===== src/rtl/vga_renderer.sv =====
// vga_renderer: 640x480@60 timing generator with a bird sprite, N_PIPES pipe
// obstacles and an optional blue background. Object coordinates are copied to
// shadow registers once per frame at vertical blank, so the picture never tears.
// Sync and colour travel through a three-stage pipeline that advances on the
// pixel enable, so both leave the pins on the same cycle.
module vga_renderer #(
    parameter int CLK_DIV   = 2,
    parameter int N_PIPES   = 4,
    parameter int PIPE_W    = 80,
    parameter int GAP_H     = 100,
    parameter int BIRD_HALF = 10,
    parameter int BG_EN     = 0
) (
    input  logic                  ClkPort,
    input  logic                  reset,
    input  logic [9:0]            BirdX,
    input  logic [9:0]            BirdY,
    input  logic [10*N_PIPES-1:0] PipeX,
    input  logic [10*N_PIPES-1:0] PipeGapY,
    output logic                  vga_h_sync,
    output logic                  vga_v_sync,
    output logic                  vga_r,
    output logic                  vga_g,
    output logic                  vga_b,
    output logic                  frame_tick
);
    localparam int DIV_W = (CLK_DIV > 0) ? CLK_DIV : 1;
    localparam logic signed [11:0] BIRD_HALF_S = 12'(BIRD_HALF);
    localparam logic signed [11:0] PIPE_W_M1   = 12'(PIPE_W - 1);
    localparam logic signed [11:0] GAP_H_M1    = 12'(GAP_H - 1);
    localparam logic               BG_BIT      = (BG_EN != 0);

    logic [DIV_W-1:0]      div_q, div_d;
    logic                  pe, latch;
    logic [9:0]            hc_q, hc_d, vc_q, vc_d;
    logic [9:0]            bird_x_q, bird_x_d, bird_y_q, bird_y_d;
    logic [10*N_PIPES-1:0] pipe_x_q, pipe_x_d, pipe_gap_q, pipe_gap_d;
    logic                  obj_valid_q, obj_valid_d, frame_tick_q, frame_tick_d;
    logic [9:0]            s1_hc_q, s1_hc_d, s1_vc_q, s1_vc_d;
    logic                  s1_vis_q, s1_vis_d, s1_hs_q, s1_hs_d, s1_vs_q, s1_vs_d;
    logic                  bird_hit, pipe_hit;
    logic                  s2_bird_q, s2_bird_d, s2_pipe_q, s2_pipe_d;
    logic                  s2_vis_q, s2_vis_d, s2_hs_q, s2_hs_d, s2_vs_q, s2_vs_d;
    logic                  s3_r_q, s3_r_d, s3_g_q, s3_g_d, s3_b_q, s3_b_d;
    logic                  s3_hs_q, s3_hs_d, s3_vs_q, s3_vs_d;

    // Pixel enable: fires when the free-running divider is all-ones (always, when undivided).
    always_comb begin
        div_d = div_q + DIV_W'(1);
        pe    = (CLK_DIV == 0) ? 1'b1 : (div_q == {DIV_W{1'b1}});
    end

    // Horizontal 0..799 and vertical 0..524 counters, stepping once per pixel.
    always_comb begin
        hc_d = hc_q;
        vc_d = vc_q;
        if (pe) begin
            if (hc_q == 10'd799) begin
                hc_d = 10'd0;
                vc_d = (vc_q == 10'd524) ? 10'd0 : vc_q + 10'd1;
            end else begin
                hc_d = hc_q + 10'd1;
            end
        end
    end

    // Shadow latch at the start of vertical blank; only this copy is ever drawn.
    always_comb begin
        latch        = pe && (hc_q == 10'd0) && (vc_q == 10'd480);
        bird_x_d     = latch ? BirdX    : bird_x_q;
        bird_y_d     = latch ? BirdY    : bird_y_q;
        pipe_x_d     = latch ? PipeX    : pipe_x_q;
        pipe_gap_d   = latch ? PipeGapY : pipe_gap_q;
        obj_valid_d  = obj_valid_q | latch;
        frame_tick_d = latch;
    end

    // Stage 1: capture the counters with their raw visible and sync flags.
    always_comb begin
        s1_hc_d  = s1_hc_q;
        s1_vc_d  = s1_vc_q;
        s1_vis_d = s1_vis_q;
        s1_hs_d  = s1_hs_q;
        s1_vs_d  = s1_vs_q;
        if (pe) begin
            s1_hc_d  = hc_q;
            s1_vc_d  = vc_q;
            s1_vis_d = (hc_q < 10'd640) && (vc_q < 10'd480);
            s1_hs_d  = !((hc_q >= 10'd656) && (hc_q <= 10'd751));
            s1_vs_d  = !((vc_q >= 10'd490) && (vc_q <= 10'd491));
        end
    end

    // Object hit tests in 12-bit signed space so off-screen objects clip instead of wrapping.
    always_comb begin
        logic signed [11:0] hc_s, vc_s, bx, by, px, gy;
        hc_s     = $signed({2'b00, s1_hc_q});
        vc_s     = $signed({2'b00, s1_vc_q});
        bx       = $signed({{2{bird_x_q[9]}}, bird_x_q});
        by       = $signed({{2{bird_y_q[9]}}, bird_y_q});
        px       = '0;
        gy       = '0;
        bird_hit = obj_valid_q &&
                   (hc_s >= bx - BIRD_HALF_S) && (hc_s <= bx + BIRD_HALF_S) &&
                   (vc_s >= by - BIRD_HALF_S) && (vc_s <= by + BIRD_HALF_S);
        pipe_hit = 1'b0;
        for (int i = 0; i < N_PIPES; i++) begin
            px = $signed({{2{pipe_x_q[10*i+9]}}, pipe_x_q[10*i +: 10]});
            gy = $signed({{2{pipe_gap_q[10*i+9]}}, pipe_gap_q[10*i +: 10]});
            if (obj_valid_q && (hc_s >= px) && (hc_s <= px + PIPE_W_M1) &&
                !((vc_s >= gy) && (vc_s <= gy + GAP_H_M1))) begin
                pipe_hit = 1'b1;
            end
        end
    end

    // Stage 2: register hit flags and carry visible/sync alongside them.
    always_comb begin
        s2_bird_d = s2_bird_q;
        s2_pipe_d = s2_pipe_q;
        s2_vis_d  = s2_vis_q;
        s2_hs_d   = s2_hs_q;
        s2_vs_d   = s2_vs_q;
        if (pe) begin
            s2_bird_d = bird_hit;
            s2_pipe_d = pipe_hit;
            s2_vis_d  = s1_vis_q;
            s2_hs_d   = s1_hs_q;
            s2_vs_d   = s1_vs_q;
        end
    end

    // Stage 3: resolve colour by priority bird > pipe > background, blank outside the visible area.
    always_comb begin
        s3_r_d  = s3_r_q;
        s3_g_d  = s3_g_q;
        s3_b_d  = s3_b_q;
        s3_hs_d = s3_hs_q;
        s3_vs_d = s3_vs_q;
        if (pe) begin
            s3_r_d  = s2_vis_q && s2_bird_q;
            s3_g_d  = s2_vis_q && !s2_bird_q && s2_pipe_q;
            s3_b_d  = s2_vis_q && !s2_bird_q && !s2_pipe_q && BG_BIT;
            s3_hs_d = s2_hs_q;
            s3_vs_d = s2_vs_q;
        end
    end

    // All state registers; reset idles the pipeline with syncs high and colour off.
    always_ff @(posedge ClkPort or negedge reset) begin
        if (!reset) begin
            div_q        <= '0;
            hc_q         <= '0;
            vc_q         <= '0;
            bird_x_q     <= '0;
            bird_y_q     <= '0;
            pipe_x_q     <= '0;
            pipe_gap_q   <= '0;
            obj_valid_q  <= 1'b0;
            frame_tick_q <= 1'b0;
            s1_hc_q      <= '0;
            s1_vc_q      <= '0;
            s1_vis_q     <= 1'b0;
            s1_hs_q      <= 1'b1;
            s1_vs_q      <= 1'b1;
            s2_bird_q    <= 1'b0;
            s2_pipe_q    <= 1'b0;
            s2_vis_q     <= 1'b0;
            s2_hs_q      <= 1'b1;
            s2_vs_q      <= 1'b1;
            s3_r_q       <= 1'b0;
            s3_g_q       <= 1'b0;
            s3_b_q       <= 1'b0;
            s3_hs_q      <= 1'b1;
            s3_vs_q      <= 1'b1;
        end else begin
            div_q        <= div_d;
            hc_q         <= hc_d;
            vc_q         <= vc_d;
            bird_x_q     <= bird_x_d;
            bird_y_q     <= bird_y_d;
            pipe_x_q     <= pipe_x_d;
            pipe_gap_q   <= pipe_gap_d;
            obj_valid_q  <= obj_valid_d;
            frame_tick_q <= frame_tick_d;
            s1_hc_q      <= s1_hc_d;
            s1_vc_q      <= s1_vc_d;
            s1_vis_q     <= s1_vis_d;
            s1_hs_q      <= s1_hs_d;
            s1_vs_q      <= s1_vs_d;
            s2_bird_q    <= s2_bird_d;
            s2_pipe_q    <= s2_pipe_d;
            s2_vis_q     <= s2_vis_d;
            s2_hs_q      <= s2_hs_d;
            s2_vs_q      <= s2_vs_d;
            s3_r_q       <= s3_r_d;
            s3_g_q       <= s3_g_d;
            s3_b_q       <= s3_b_d;
            s3_hs_q      <= s3_hs_d;
            s3_vs_q      <= s3_vs_d;
        end
    end

    assign vga_h_sync = s3_hs_q;
    assign vga_v_sync = s3_vs_q;
    assign vga_r      = s3_r_q;
    assign vga_g      = s3_g_q;
    assign vga_b      = s3_b_q;
    assign frame_tick = frame_tick_q;

endmodule

===== config.mk =====
export PLATFORM = sky130hd
export DESIGN_NAME = vga_renderer
export DESIGN_NICKNAME = d
export VERILOG_FILES = /design/src/rtl/vga_renderer.sv
export SDC_FILE = /design/constraint.sdc
export NUM_CORES = 1
export LEC_CHECK = 0
export CAP_MARGIN = 25
export CORE_ASPECT_RATIO = 1.2
export CORE_MARGIN = 4
export CORE_UTILIZATION = 49
export CTS_BUF_LIST = sky130_fd_sc_hd__clkbuf_8 sky130_fd_sc_hd__clkbuf_16
export CTS_CLUSTER_SIZE = 8
export DETAILED_ROUTE_END_ITERATION = 10
export DONT_BUFFER_PORTS = 1
export PLACE_DENSITY = 0.71
export REMOVE_ABC_BUFFERS = 1
export SETUP_SLACK_MARGIN = 0.4
export SYNTH_ARGS = -nofsm -noshare
export SYNTH_HDL_FRONTEND = slang
export SYNTH_SLANG_ARGS = --single-unit

===== constraint.sdc =====
create_clock -name ClkPort -period 4.8 [get_ports ClkPort]
set_input_delay 0.48 -clock ClkPort [delete_from_list [all_inputs] [get_ports ClkPort]]
set_output_delay 0.48 -clock ClkPort [all_outputs]
set_load 0.005 [all_outputs]

==> impl_metrics.ini <==
[clock_tree]
clockBufferDepth = 2
clk_pin_slew_ns = 0.07
ctsResizeCount = 0
clock_latency_ns = 0.43
cts_max_level = 4
root_buffer = clkbuf_16
cts_tree = yes
numCtsBuffers = 17
cts_num_sinks = 156

[worst_setup_path]
startpoint_type = flip-flop
cp_num_buf_inv = 1
crit_path_end_kind = flip-flop
cpPeakStageDelay_ns = 0.48
crit_arrival_ns = 3.86
crit_family = compound AO/OA/AOI/OAI gates
path_class = flip-flop to flip-flop
worstPathRequired_ns = 5.07
critPathSlowestCell = a2111oi_0
cp_max_fo = 4
crit_chain = inv_1 -> ha_1 -> nor3_1 -> a21oi_1 -> nand2_1 -> nand2_1 -> xnor2_1 -> ha_1 -> nand4_1 -> nor2_1 -> a2111oi_0 -> a21oi_1 -> a221oi_1 -> o32a_1 -> a41oi_1

[logic_synthesis]
avgSynthCellArea_um2 = 8.96
yosysWarnings = 0
synth_seq_cells = 156
netlist_instances = 1384
synthArstFlopShare_pct = 100
ys_seq_area_share_pct = 31.5
syn_area_um2 = 12400
yosysUniqueCellTypes = 61
yosys_most_used_dff = dfrtp_1
synth_edf_count = 0

[drt]
dr.pass1.iters = 5
drt_iter0_drc = 468
drcViolationCount = 0
vias_per_cell = 5.70
wl_mm = 30.0
wl_per_cell_um = 17.5
vias = 9744
ant_nets = 0

[final_layout]
final_common_cell = ha_1
layout.nets = 1693
design_area_um2 = 13300
final_layout_size_suffix_gt1_share_pct = 6.65
finalNonFillerCells = 1709
syn2layout_area_growth_pct = 7.35
final_cell_mix = ha_1 (220), nand2_1 (160), o21ai_0 (151)

[placed_design]
post-dp-hpwl_mm = 22.2
post-place-cells = 1675
gp_congestion = 0.871
placed_area_um2 = 12700
portBuffers = 0
dp_slack_ns = 1.40

[pwr]
p_sw_mw = 0.632
power.density_nw_per_um2 = 206
p_int_mw = 2.11
p_comb_share_pct = 1.0
netSwitchingFraction_pct = 23.0
seq_power_share_pct = 47.9
p_leak_nw = 6.59
pwr-share-clk_pct = 51.0
peakVddDrop_uv = 224

[die]
die-area_um2 = 27900
initial_core_util_pct = 49.9
core_um2 = 24800
die_y_um = 182
die_x_um = 153
num_rows = 63
ioPinCount = 108

[run]
drv_cap = 0

[sta]
min_period_ns = 3.60
hold_violations = 4
worstMarginPinSlew_ns = 0.845
drv_slew = 0
rsz0062_at_grt = no
fin_crit_sh_pct = 74.9
finalSetupViolCount = 0
postLayoutSetupSlackWorst_ns = 1.20
max_freq_mhz = 278
whs_ns = -0.0190
fin_worst_skew_ns = 0.0107
slew_headroom_pct = 43.7

[global_route]
grt_pass1_vias = 9929
grtUsageTotal_pct = 21.6
antenna_found_initial = 0
grt_overflow = 0
grt_max_degree = 157
grt_pass1_wl_mm = 49.5

[hold_path]
hp-class = primary input to asynchronous set/reset pin

[run_status]
violations = negative hold slack
outcome = finished, violations left
final timing paths:
path | from | to | slack, ns | cells past startpoint
setup reg to reg | pipe_gap_q[30] | s2_pipe_q | 1.20 | 15
setup / recovery | pipe_gap_q[30] | s2_pipe_q | 1.20 | 15
max in group asynchronous | reset | pipe_gap_q[34] | 4.12 | 1
hold / removal | reset | pipe_x_q[22] | -0.02 | 1
min in group ClkPort | PipeX[20] | pipe_x_q[20] | 0.16 | 2
hold reg to reg | div_q[0] | div_q[0] | 0.43 | 1
flip-flops by register name (all words and copies together) (netlist names), 2 cells and up:
| signal | cells |
|---|---|
| hc_q | 10 |
| s1_vc_q | 10 |
| pipe_gap_q | 40 |
| vc_q | 10 |
| div_q | 2 |
| pipe_x_q | 40 |
| s1_hc_q | 10 |
| bird_x_q | 10 |
| bird_y_q | 10 |
power groups by stage:
| stage | Sequential [mW] | Combinational (mW) | Clock (mW) |
|---|---|---|---|
| after floorplan | 1.34 | 0.00106 | 0 |
| after global routing | 1.31 | 0.0336 | 1.49 |
| after global placement | 1.34 | 0.00106 | 0 |
| final | 1.31 | 0.0281 | 1.40 |
| after detailed placement | 1.34 | 0.00106 | 0 |
| after CTS | 1.31 | 0.0304 | 1.42 |
repair_timing:
item | CTS | global route
hold buffers | 1 | 0
setup buffers | 0 | 0
hold endpoints to repair | 156 | 0
metrics by stage:
step	total power, mW	setup TNS [ns]	util, %
after floorplan	1.34	-37.43	-
after global placement	1.34	0	51.1
after detailed placement	1.34	0	51.1
after CTS	2.77	0	53.6
after global routing	2.83	0	53.6
final	2.74	0	53.6
cell type report:
| type | instances | area, µm² |
|---|---|---|
| fillers | 2278 | 11500 |
| repair buffers | 9 | 113 |
| inverters | 112 | 420 |
| well taps | 325 | 407 |
| diodes | 1 | 2.50 |
| clock inverters | 14 | 159 |
| flip-flops and latches | 156 | 3910 |
| multi-input cells | 1074 | 7860 |
| clock buffers | 18 | 439 |
cells by family (layout without fill, tap and decap cells):
logic type               count (synthesis)  in the layout  share of synthesized area (%)
other                                    1              2                         0.0302
XOR/XNOR                               103            103                           7.27
adder cells (fa/ha/maj)                221            221                           22.3
buffers and inverters                  154            153                           5.10
flip-flops                             156            156                           31.5
AND/OR/NAND/NOR                        387            387                           14.8
multiplexers                            40             40                           3.60
AO/OA/AOI/OAI                          322            322                           15.4
per-layer routing:
| layer | global-route usage (%) | wire [µm] | vias up |
|---|---|---|---|
| met5 | 0 | 0 | - |
| met4 | 6.17 | 657 | 0 |
| met3 | 3.61 | 1150 | 45 |
| met2 | 38.4 | 14900 | 187 |
| met1 | 27.1 | 13300 | 4627 |
| li1 | - | - | 4885 |
Yosys cell counts (all sizes together) (5+ instances only):
cell     number  area, µm²
ha          221       2770
nand2       160        601
o21ai       154        771
dfrtp       150       3750
inv         112        420
xnor2        80        701
a21oi        65        325
nor2         59        221
nand3        44        220
mux2         37        417
nor3         29        156
nand4        28        175
buf          25        148
xor2         23        201
clkbuf       17       63.8
a21o         15        113
nor2b        14       87.6
a211oi       12       90.1
and3         11       68.8
o21a         11       82.6
nor4         10       68.8
o211ai        9       67.6
nand2b        8       50.1
o2111ai       7       61.3
a31oi         6       37.5
dfstp         6        158
a2111oi       5       43.8
nand3b        5       37.5
o41ai         5       43.8
or4           5       37.5
Power figures use the tool's default switching activity.
